<file path="src/rtl/calc_test_sequencer.sv">
// calc_test_sequencer
// Runs a table of calculator test vectors against a processor under test.
// For each vector it writes the operands, the operator and a cleared result
// word into data memory, pulses the processor reset, lets the processor run
// for RUN_CYCLES cycles, reads the result word back and scores it against
// the expected value.
//
// Ports:
//   clk, reset           clock, synchronous active-high reset
//   start                one-cycle run request, accepted only when idle
//   vec_we/vec_idx/...   vector-table write port, ignored while busy
//   mem_we/addr/wdata    data-memory write/address bus (registered)
//   mem_rdata            data-memory read data, one cycle after mem_addr
//   cpu_reset            reset to the processor under test
//   busy, done           run in progress / run finished (sticky)
//   pass_cnt, fail_cnt   per-run scores
//   first_fail/fail_seen index of first failing vector and its valid flag
module calc_test_sequencer #(
  parameter int unsigned WIDTH       = 32,
  parameter int unsigned NUM_VEC     = 8,
  parameter int unsigned RUN_CYCLES  = 100,
  parameter logic [31:0] RESULT_ADDR = 32'h0000_000C,
  localparam int unsigned IW         = $clog2(NUM_VEC)
) (
  input  logic             clk,
  input  logic             reset,
  input  logic             start,
  input  logic             vec_we,
  input  logic [IW-1:0]    vec_idx,
  input  logic [WIDTH-1:0] vec_a,
  input  logic [WIDTH-1:0] vec_b,
  input  logic [WIDTH-1:0] vec_op,
  input  logic [WIDTH-1:0] vec_exp,
  output logic             mem_we,
  output logic [31:0]      mem_addr,
  output logic [WIDTH-1:0] mem_wdata,
  input  logic [WIDTH-1:0] mem_rdata,
  output logic             cpu_reset,
  output logic             busy,
  output logic             done,
  output logic [IW:0]      pass_cnt,
  output logic [IW:0]      fail_cnt,
  output logic [IW-1:0]    first_fail,
  output logic             fail_seen
);

  typedef enum logic [3:0] {
    IDLE, WR_A, WR_B, WR_OP, WR_CLR, CPU_RST, RUN, RD_ADDR, RD_WAIT, CHECK, DONE
  } state_t;

  localparam logic [IW-1:0] IDX_ONE  = 1;
  localparam logic [IW-1:0] IDX_LAST = IW'(NUM_VEC - 1);
  localparam logic [IW:0]   CNT_ONE  = 1;

  state_t           state_q;
  logic [IW-1:0]    idx_q;
  logic             rst_cnt_q;
  logic [31:0]      run_cnt_q;
  logic             mem_we_q;
  logic [31:0]      mem_addr_q;
  logic [WIDTH-1:0] mem_wdata_q;
  logic             cpu_reset_q;
  logic             busy_q;
  logic             done_q;
  logic [IW:0]      pass_cnt_q;
  logic [IW:0]      fail_cnt_q;
  logic [IW-1:0]    first_fail_q;
  logic             fail_seen_q;

  logic [WIDTH-1:0] tbl_a   [NUM_VEC];
  logic [WIDTH-1:0] tbl_b   [NUM_VEC];
  logic [WIDTH-1:0] tbl_op  [NUM_VEC];
  logic [WIDTH-1:0] tbl_exp [NUM_VEC];

  logic             tbl_wr;
  logic [WIDTH-1:0] first_a_d;
  logic [IW-1:0]    idx_d;

  // Vector table: no reset, so contents survive an aborted run.
  assign tbl_wr = vec_we && !busy_q;

  always_ff @(posedge clk) begin
    if (tbl_wr) begin
      tbl_a[vec_idx]   <= vec_a;
      tbl_b[vec_idx]   <= vec_b;
      tbl_op[vec_idx]  <= vec_op;
      tbl_exp[vec_idx] <= vec_exp;
    end
  end

  // Write data for WR_A is registered on the start edge, so a table write to
  // entry 0 in that same cycle is forwarded to make the run see the new entry.
  always_comb begin
    first_a_d = tbl_a[0];
    if (tbl_wr && (vec_idx == '0)) first_a_d = vec_a;
  end

  assign idx_d = idx_q + IDX_ONE;

  // Every output is registered: each transition loads the values the next
  // state presents. Memory bus defaults to idle (zero) every cycle.
  always_ff @(posedge clk) begin
    if (reset) begin
      state_q      <= IDLE;
      idx_q        <= '0;
      rst_cnt_q    <= 1'b0;
      run_cnt_q    <= '0;
      mem_we_q     <= 1'b0;
      mem_addr_q   <= '0;
      mem_wdata_q  <= '0;
      cpu_reset_q  <= 1'b1;
      busy_q       <= 1'b0;
      done_q       <= 1'b0;
      pass_cnt_q   <= '0;
      fail_cnt_q   <= '0;
      first_fail_q <= '0;
      fail_seen_q  <= 1'b0;
    end else begin
      mem_we_q    <= 1'b0;
      mem_addr_q  <= '0;
      mem_wdata_q <= '0;
      unique case (state_q)
        IDLE: begin
          if (start) begin
            state_q      <= WR_A;
            idx_q        <= '0;
            pass_cnt_q   <= '0;
            fail_cnt_q   <= '0;
            first_fail_q <= '0;
            fail_seen_q  <= 1'b0;
            done_q       <= 1'b0;
            busy_q       <= 1'b1;
            mem_we_q     <= 1'b1;
            mem_addr_q   <= 32'h0;
            mem_wdata_q  <= first_a_d;
          end
        end
        WR_A: begin
          state_q     <= WR_B;
          mem_we_q    <= 1'b1;
          mem_addr_q  <= 32'h4;
          mem_wdata_q <= tbl_b[idx_q];
        end
        WR_B: begin
          state_q     <= WR_OP;
          mem_we_q    <= 1'b1;
          mem_addr_q  <= 32'h8;
          mem_wdata_q <= tbl_op[idx_q];
        end
        WR_OP: begin
          state_q     <= WR_CLR;
          mem_we_q    <= 1'b1;
          mem_addr_q  <= RESULT_ADDR;
          mem_wdata_q <= '0;
        end
        WR_CLR: begin
          state_q   <= CPU_RST;
          rst_cnt_q <= 1'b1;
        end
        CPU_RST: begin
          if (rst_cnt_q) begin
            rst_cnt_q <= 1'b0;
          end else begin
            state_q     <= RUN;
            cpu_reset_q <= 1'b0;
            run_cnt_q   <= RUN_CYCLES - 1;
          end
        end
        RUN: begin
          if (run_cnt_q == '0) begin
            state_q    <= RD_ADDR;
            mem_addr_q <= RESULT_ADDR;
          end else begin
            run_cnt_q <= run_cnt_q - 32'd1;
          end
        end
        RD_ADDR: begin
          // Address held through RD_WAIT so the read data stays stable for CHECK.
          state_q    <= RD_WAIT;
          mem_addr_q <= RESULT_ADDR;
        end
        RD_WAIT: state_q <= CHECK;
        CHECK: begin
          if (mem_rdata == tbl_exp[idx_q]) begin
            pass_cnt_q <= pass_cnt_q + CNT_ONE;
          end else begin
            fail_cnt_q <= fail_cnt_q + CNT_ONE;
            if (!fail_seen_q) begin
              first_fail_q <= idx_q;
              fail_seen_q  <= 1'b1;
            end
          end
          cpu_reset_q <= 1'b1;
          if (idx_q == IDX_LAST) begin
            state_q <= DONE;
            busy_q  <= 1'b0;
            done_q  <= 1'b1;
          end else begin
            state_q     <= WR_A;
            idx_q       <= idx_d;
            mem_we_q    <= 1'b1;
            mem_addr_q  <= 32'h0;
            mem_wdata_q <= tbl_a[idx_d];
          end
        end
        DONE:    state_q <= IDLE;
        default: state_q <= IDLE;
      endcase
    end
  end

  assign mem_we     = mem_we_q;
  assign mem_addr   = mem_addr_q;
  assign mem_wdata  = mem_wdata_q;
  assign cpu_reset  = cpu_reset_q;
  assign busy       = busy_q;
  assign done       = done_q;
  assign pass_cnt   = pass_cnt_q;
  assign fail_cnt   = fail_cnt_q;
  assign first_fail = first_fail_q;
  assign fail_seen  = fail_seen_q;

endmodule

</file>
<file path="config.mk">
export PLATFORM = sky130hd
export DESIGN_NAME = calc_test_sequencer
export DESIGN_NICKNAME = d
export VERILOG_FILES = /design/src/rtl/calc_test_sequencer.sv
export SDC_FILE = /design/constraint.sdc
export NUM_CORES = 1
export LEC_CHECK = 0
export CAP_MARGIN = 20
export CORE_ASPECT_RATIO = 1.4
export CORE_MARGIN = 5
export CORE_UTILIZATION = 47
export DETAILED_ROUTE_END_ITERATION = 12
export DONT_BUFFER_PORTS = 1
export GPL_TIMING_DRIVEN = 0
export MAX_ROUTING_LAYER = met4
export PLACE_DENSITY = 0.62
export SYNTH_ARGS = -nofsm -noshare
export SYNTH_HDL_FRONTEND = slang
export SYNTH_SLANG_ARGS = --single-unit
</file>
<file path="constraint.sdc">
create_clock -name clk -period 11.1 [get_ports clk]
set_input_delay 1.665 -clock clk [delete_from_list [all_inputs] [get_ports clk]]
set_output_delay 1.665 -clock clk [all_outputs]
set_load 0.05 [all_outputs]
</file>
==> results_dict.tcl, run 1 <==
set metrics [dict create \
    critPathLaunchType "flip-flop" \
    synth_cell_types 55 \
    final_cells 3704 \
    layout_setup_ws_ns 6.94 \
    rsz0062_at_grt "no" \
    crit_arrival_ns 4.78 \
    powerDensity_nw_per_um2 174 \
    place_area_um2 46200 \
    gp_congestion 0.769 \
    place.port_buffers 0 \
    synth_ff_type "edfxtp_1" \
    hold_viol_final 0 \
    async_flop_share 0 \
    numCtsBuffers 104 \
    crit_path_max_fanout 10 \
    hold_depth 2 \
    antenna_found_initial 1 \
    cts_hold_buffers 0 \
    route.vias.total 21532 \
    fin_crit_ns 4.16 \
    skew_ns 0.0241 \
    criticalPathCategory "flip-flop to flip-flop" \
    fp.coreArea_um2 91300 \
    cts.sinks 1117 \
    die_h_um 369 \
    postLayoutCoreUtil 0.545 \
    hold_start "run_cnt_q[22]$_SDFFE_PP0P_" \
    cts_tree "yes" \
    drt-initial-drc-count 1822 \
    drv_cap 0 \
    dpl.cell_count 3494 \
    syn_inst 2214 \
    synth_edf_count 1024 \
    ys_warn_count 0 \
    ys_seq_elements 1117 \
    drc_errors 0 \
    crit_slowest_cell "or4_1" \
    slew_headroom 0.277 \
    hold_path.class "flip-flop to flip-flop" \
    seq_area_frac_synth 0.752 \
    dp_hpwl_mm 68.8 \
    grt_pass1_vias 22531 \
    crit_family "buffers and inverters" \
    max-clock-path-buffers 3 \
    worst_ep_required_time_ns 11.72 \
    synth_area_leader_cell "edfxtp_1" \
    insertion_delay_ns 0.70 \
    clk_pin_slew_ns 0.06 \
    grtUsageTotal 0.213 \
    fmax_ghz 0.240 \
    initial_core_util 0.475 \
    post-cts-setup-buffers 0 \
    viasPerCell 5.81 \
    dieWidth_um 267 \
    status "complete, no violations" \
    worstSetupEndpointType "flip-flop" \
    critPathBufInv 3 \
    drv_slew 0 \
    finalInstanceArea_um2 49700 \
    p_leak_nw 15.8 \
    max_stage_delay_ns 0.71 \
    syn_avg_cell_area_um2 19.6 \
    routed_wl_mm 103 \
    cts_max_level 3 \
    grt.overflow.total 0 \
    yosys-top-cells-area "edfxtp_1 (71%), mux4_2 (11%), mux2i_1 (4.8%), dfxtp_1 (4.3%), nor2_1 (1.3%)" \
    period_share 0.375 \
    ant_nets 0 \
    drive_above_1_share 0.203 \
    r2r_slack_ns 6.94 \
    holdWs_ns 0.484 \
    dp_slack_ns 6.70 \
    reg2reg_to "pass_cnt[0]$_SDFFE_PP0P_" \
    cpMostUsedCell "clkbuf_1" \
    die-area_um2 98500 \
    cts-root-buf "clkbuf_16" \
    nNetsFinal 2586 \
    path_cells "buf_2 -> clkbuf_1 -> mux4_2 -> mux2i_1 -> xor2_1 -> nand4_1 -> or4_1 -> clkbuf_1 -> o41a_1 -> a21oi_1" \
    worstRegToRegCells 10 \
    tightest_slew_ns 1.08 \
    rows 131 \
    whs_endpoint "run_cnt_q[22]$_SDFFE_PP0P_" \
    setup_viol 0 \
    grt_max_degree 46 \
    synth_top_area_share 0.709 \
    ir_drop_mv 0.113 \
    io_pins 247 \
    synthToLayoutAreaGrowth_pct 14.7 \
    cts_resized 0 \
    firstDrtPassIters 5 \
    wl_per_cell_um 27.8 \
    synthesis.area_um2 43400 \
    n_fill_cell 6904 \
    grt_pass1_wl_mm 151 \
]
==> worst reg2reg max path, stage by stage (launching register included) <==
cell and delay, ns:
dfxtp_1 0.43, buf_2 0.39, clkbuf_1 0.62, mux4_2 0.41, mux2i_1 0.19, xor2_1 0.24
nand4_1 0.25, or4_1 0.71, clkbuf_1 0.29, o41a_1 0.42, a21oi_1 0.14
==> per-stage QoR <==
| step | power (mW) | TNS (ns) |
|---|---|---|
| after floorplan | 5.10 | 0 |
| after global placement | 5.23 | -2460.18 |
| after detailed placement | 5.23 | 0 |
| after CTS | 8.74 | 0 |
| after global routing | 8.96 | 0 |
| final | 8.66 | 0 |
==> kinds of logic (layout without fill, tap and decap cells) <==
group | count (synthesis) | in the layout | share of synthesized area
adders and majority gates | 5 | 5 | 0.00144
DFF | 1117 | 1117 | 0.752
and+or+nand+nor | 288 | 288 | 0.0316
buffers and inverters | 149 | 412 | 0.0164
xor gates and xnor gates | 59 | 59 | 0.0119
AOI/OAI and AO/OA | 167 | 167 | 0.0245
muxes | 428 | 428 | 0.162
other | 1 | 31 | 0.0000865
==> routing by layer <==
| metal | up-vias | wire length [um] | track usage |
|---|---|---|---|
| met4 | 0 | 2420 | 0.0603 |
| met1 | 11313 | 39100 | 0.257 |
| li1 | 9353 | - | - |
| met2 | 728 | 52700 | 0.354 |
| met5 | - | 0 | - |
| met3 | 138 | 8750 | 0.0629 |
==> synth_stat cells (13+ instances only) <==
cell,count
nand2_1,33
buf_4,32
nand2b_1,15
a21oi_1,25
mux4_2,219
buf_1,41
edfxtp_1,1024
xor2_1,36
o21ai_0,16
o22ai_1,85
buf_2,13
clkbuf_1,55
nor2_1,150
mux2i_1,206
xnor2_1,23
nor3_1,13
dfxtp_1,93
==> registers in the layout, summed over array words and instances (netlist names), 2 cells and up, named ones only <==
| register | flops |
|---|---|
| fail_cnt | 4 |
| first_fail | 3 |
| idx_q | 3 |
| mem_addr | 2 |
| mem_wdata | 32 |
| pass_cnt | 4 |
| run_cnt_q | 32 |
| state_q | 4 |
| tbl_a | 256 |
| tbl_b | 256 |
| tbl_exp | 256 |
| tbl_op | 256 |
==> worst max path at each step <==
stage,startpoint,to,slack (ns),cells after the start
3_3_place_gp,vec_idx[1],tbl_b[4][2]$_DFFE_PP_,-3.19,2
2_1_floorplan,vec_idx[1],tbl_a[5][0]$_DFFE_PP_,2.98,2
3_5_place_dp,vec_idx[1],mem_wdata[17]$_SDFF_PP0_,6.70,8
6_report,flip-flop,pass_cnt[0]$_SDFFE_PP0P_,6.94,10
4_1_cts,flip-flop,mem_wdata[13]$_SDFF_PP0_,6.84,9
5_1_grt,flip-flop,pass_cnt[0]$_SDFFE_PP0P_,6.78,10
==> where the power goes <==
| part | total, mW | leakage (nW) | switching (mW) | internal [mW] |
|---|---|---|---|---|
| clock | 3.52 | 1.68 | 1.53 | 1.99 |
| sequential | 4.79 | 10.0 | 0.0941 | 4.70 |
| combinational | 0.348 | 4.07 | 0.236 | 0.112 |
==> cell usage in the layout (no fill, tap or decap), types with 7 or more instances in the layout <==
| master | instances |
|---|---|
| xnor2_1 | 23 |
| o21ai_0 | 16 |
| nor3_1 | 12 |
| nand3_1 | 11 |
| o22ai_1 | 85 |
| buf_8 | 12 |
| clkbuf_16 | 107 |
| nand4_1 | 7 |
| nand2_1 | 33 |
| clkinv_2 | 31 |
| or4_1 | 10 |
| or3_1 | 8 |
| a21oi_1 | 25 |
| buf_4 | 34 |
| mux4_2 | 219 |
| clkbuf_1 | 73 |
| mux2i_1 | 206 |
| nand2b_1 | 15 |
| a22oi_1 | 12 |
| dfxtp_1 | 93 |
| buf_12 | 33 |
| buf_1 | 41 |
| edfxtp_1 | 1024 |
| nor2_1 | 144 |
| nor3b_1 | 7 |
| bufinv_16 | 8 |
| nor4_1 | 11 |
| conb_1 | 30 |
| buf_2 | 14 |
| clkinv_1 | 20 |
| xor2_1 | 36 |
| buf_16 | 16 |
==> cell type report <==
class | instances | area (um^2) | area share
buffer | 143 | 692 | 0.0139
timing repair buffer | 65 | 1310 | 0.0264
sequential | 1117 | 32600 | 0.656
multi-input combinational | 977 | 10200 | 0.205
inverter | 6 | 22.5 | 0.000453
clock inverter | 67 | 581 | 0.0117
tap | 1197 | 1500 | 0.0301
clock buffer | 131 | 2820 | 0.0566
antenna | 1 | 2.50 | 0.0000503
Note: power is estimated with default switching activity, not from simulation.
==> inputs of run 2 (changes only) <==
PLACE_DENSITY = 0.6   (was 0.62)
clock period = 3.97 ns   (was 11.1 ns; I/O delays follow)
==> run 2 against run 1 <==
  * Clock skew is 0.023 ns higher
  * Hold slack worse by 0.41 ns
  * Sequential power grew to 2.8 times the previous value
  * Flip-flop and latch count stayed put
  * Non-clock buffer count is 116 higher
  * Die area stayed put
  * Count of clock-buffer cells in the layout is 13 higher
  * Global-route usage is 0.60 points higher
  * Critical path type unchanged
  * Largest power group unchanged
==> results_dict.tcl, run 2 (synthesis results as in run 1) <==
set metrics [dict create \
    grt_max_degree 107 \
    die_h_um 369 \
    status "complete, no violations" \
    synthToLayoutAreaGrowth_pct 17.6 \
    period_share 0.949 \
    gp_congestion 0.786 \
    p_leak_nw 16.3 \
    dp_hpwl_mm 69.8 \
    path_cells "buf_2 -> clkdlybuf4s15_2 -> mux2i_1 -> a22oi_1 -> o21ai_0 -> xor2_1 -> nand4_1 -> or4_1 -> clkbuf_1 -> o41a_1 -> a21oi_1" \
    io_pins 247 \
    place.port_buffers 0 \
    dieWidth_um 267 \
    switching_share 0.219 \
    cts-root-buf "clkbuf_16" \
    postLayoutCoreUtil 0.558 \
    busiest_layer "met2" \
    finalInstanceArea_um2 51000 \
    fmax_ghz 0.265 \
    drv_cap 0 \
    route.vias.total 21961 \
    grtUsageTotal 0.219 \
    hold_path.class "input pin to flip-flop" \
    criticalPathCategory "flip-flop to flip-flop" \
    place_area_um2 46100 \
    cts.sinks 1117 \
    firstDrtPassIters 5 \
    grt_use_met1 0.266 \
    use_met2 0.372 \
    worstSetupEndpointType "flip-flop" \
    grt.overflow.total 0 \
    layout_setup_ws_ns 0.201 \
    clk_pin_slew_ns 0.06 \
    grt_use_met3 0.0446 \
    drive_above_1_share 0.200 \
    skew_ns 0.0470 \
    tightest_slew_ns 1.01 \
    grt_pass1_wl_mm 154 \
    worst_ep_required_time_ns 4.59 \
    wl_per_cell_um 27.5 \
    pwr-share-clk 0.400 \
    most-common-layout-cells "edfxtp_1 (1,024), mux4_2 (219), mux2i_1 (206)" \
    die-area_um2 98500 \
    pwr-share-seq 0.550 \
    critPathLaunchType "flip-flop" \
    power.switching_mw 5.34 \
    viasPerCell 5.71 \
    ant_nets 0 \
    initial_core_util 0.475 \
    crit_slowest_cell "or4_1" \
    max-clock-path-buffers 3 \
    setup_viol 0 \
    holdWs_ns 0.0745 \
    drv_slew 0 \
    drc_errors 0 \
    crit_path_max_fanout 10 \
    cts_max_level 3 \
    dp_slack_ns -0.435 \
    drt-initial-drc-count 1934 \
    ir_drop_mv 0.351 \
    cts_tree "yes" \
    rsz0062_at_grt "no" \
    insertion_delay_ns 0.70 \
    final_common_cell "edfxtp_1" \
    antenna_found_initial 19 \
    nNetsFinal 2702 \
    rows 131 \
    power_frac_comb 0.050 \
    fp.coreArea_um2 91300 \
    crit_arrival_ns 4.39 \
    hold_viol_final 0 \
    routed_wl_mm 106 \
    powerDensity_nw_per_um2 477 \
    p_int_mw 19.0 \
    grt_pass1_vias 23127 \
    setup_tns_ns 0 \
    slew_headroom 0.329 \
    max_stage_delay_ns 0.71 \
    fin_crit_ns 3.77 \
    numCtsBuffers 104 \
]
-- run 2: changes by cell type in the layout (fill, tap and decap cells not counted), moves of 5 or more --
cell	before	now
clkbuf_2	0	15
buf_1	41	20
clkbuf_1	73	68
diode_2	1	27
clkdlybuf4s15_2	0	13
dlygate4sd3_1	0	128
clkinv_2	31	20
-- run 2: area by class of cell --
type | count | area [um^2]
sequential | 1117 | 32600
tap | 1197 | 1500
clock inverter | 53 | 403
antenna | 27 | 67.6
timing repair buffer | 181 | 2370
buffer | 143 | 852
clock buffer | 144 | 2950
multi-input combinational | 977 | 10200
inverter | 6 | 22.5
fill | 6913 | 40300
-- run 2: stage by stage --
| stage | cells | total power, mW |
|---|---|---|
| floorplan | 2243 | 14.2 |
| global placement | 3440 | 14.6 |
| detailed placement | 3490 | 14.6 |
| CTS | 3815 | 24.6 |
| global route | 3836 | 25.2 |
| finish | 3845 | 24.3 |
-- run 2: path summary, 6_finish.rpt --
kind,startpoint,to,slack [ns],cells after the start
setup / recovery,flip-flop,pass_cnt[0]$_SDFFE_PP0P_,0.20,11
hold / removal,start,state_q[0]$_SDFFE_PP0P_,0.07,2
setup reg to reg,flip-flop,pass_cnt[0]$_SDFFE_PP0P_,0.20,11
hold reg to reg,run_cnt_q[22]$_SDFFE_PP0P_,run_cnt_q[22]$_SDFFE_PP0P_,0.49,2
-- run 2: power by group through the flow --
stage	logic (mW)	registers [mW]	clock network [mW]
3_3_place_gp	0.902	13.7	0
4_1_cts	1.22	13.4	9.96
6_report	1.21	13.4	9.73
3_5_place_dp	0.982	13.7	0
5_1_grt	1.31	13.4	10.5
2_1_floorplan	0.602	13.6	0
-- run 2: what timing repair did --
| action | in CTS | in global routing |
|---|---|---|
| setup endpoints to repair | 39 | 24 |
| hold buffers | 128 | 0 |
| pin swaps | 0 | 0 |
| resized for setup | 43 | 23 |
| gates cloned | 0 | 0 |
| buffers inserted | 0 | 0 |
| hold endpoints to repair | 1024 | 0 |
-- run 2: worst max-delay path, delay by kind of cell (launching register included) --
family | cells | cell delay, ns
simple gates | 2 | 0.90
flops | 1 | 0.35
mux | 1 | 0.13
xor+xnor | 1 | 0.15
buf+inv | 3 | 1.17
compound gates | 4 | 0.96
-- run 2: routing by layer --
metal | part of all wire | vias to the layer above
met5 | 0 | -
li1 | - | 9611
met4 | 0.032 | 0
met3 | 0.066 | 191
met2 | 0.52 | 699
met1 | 0.38 | 11460
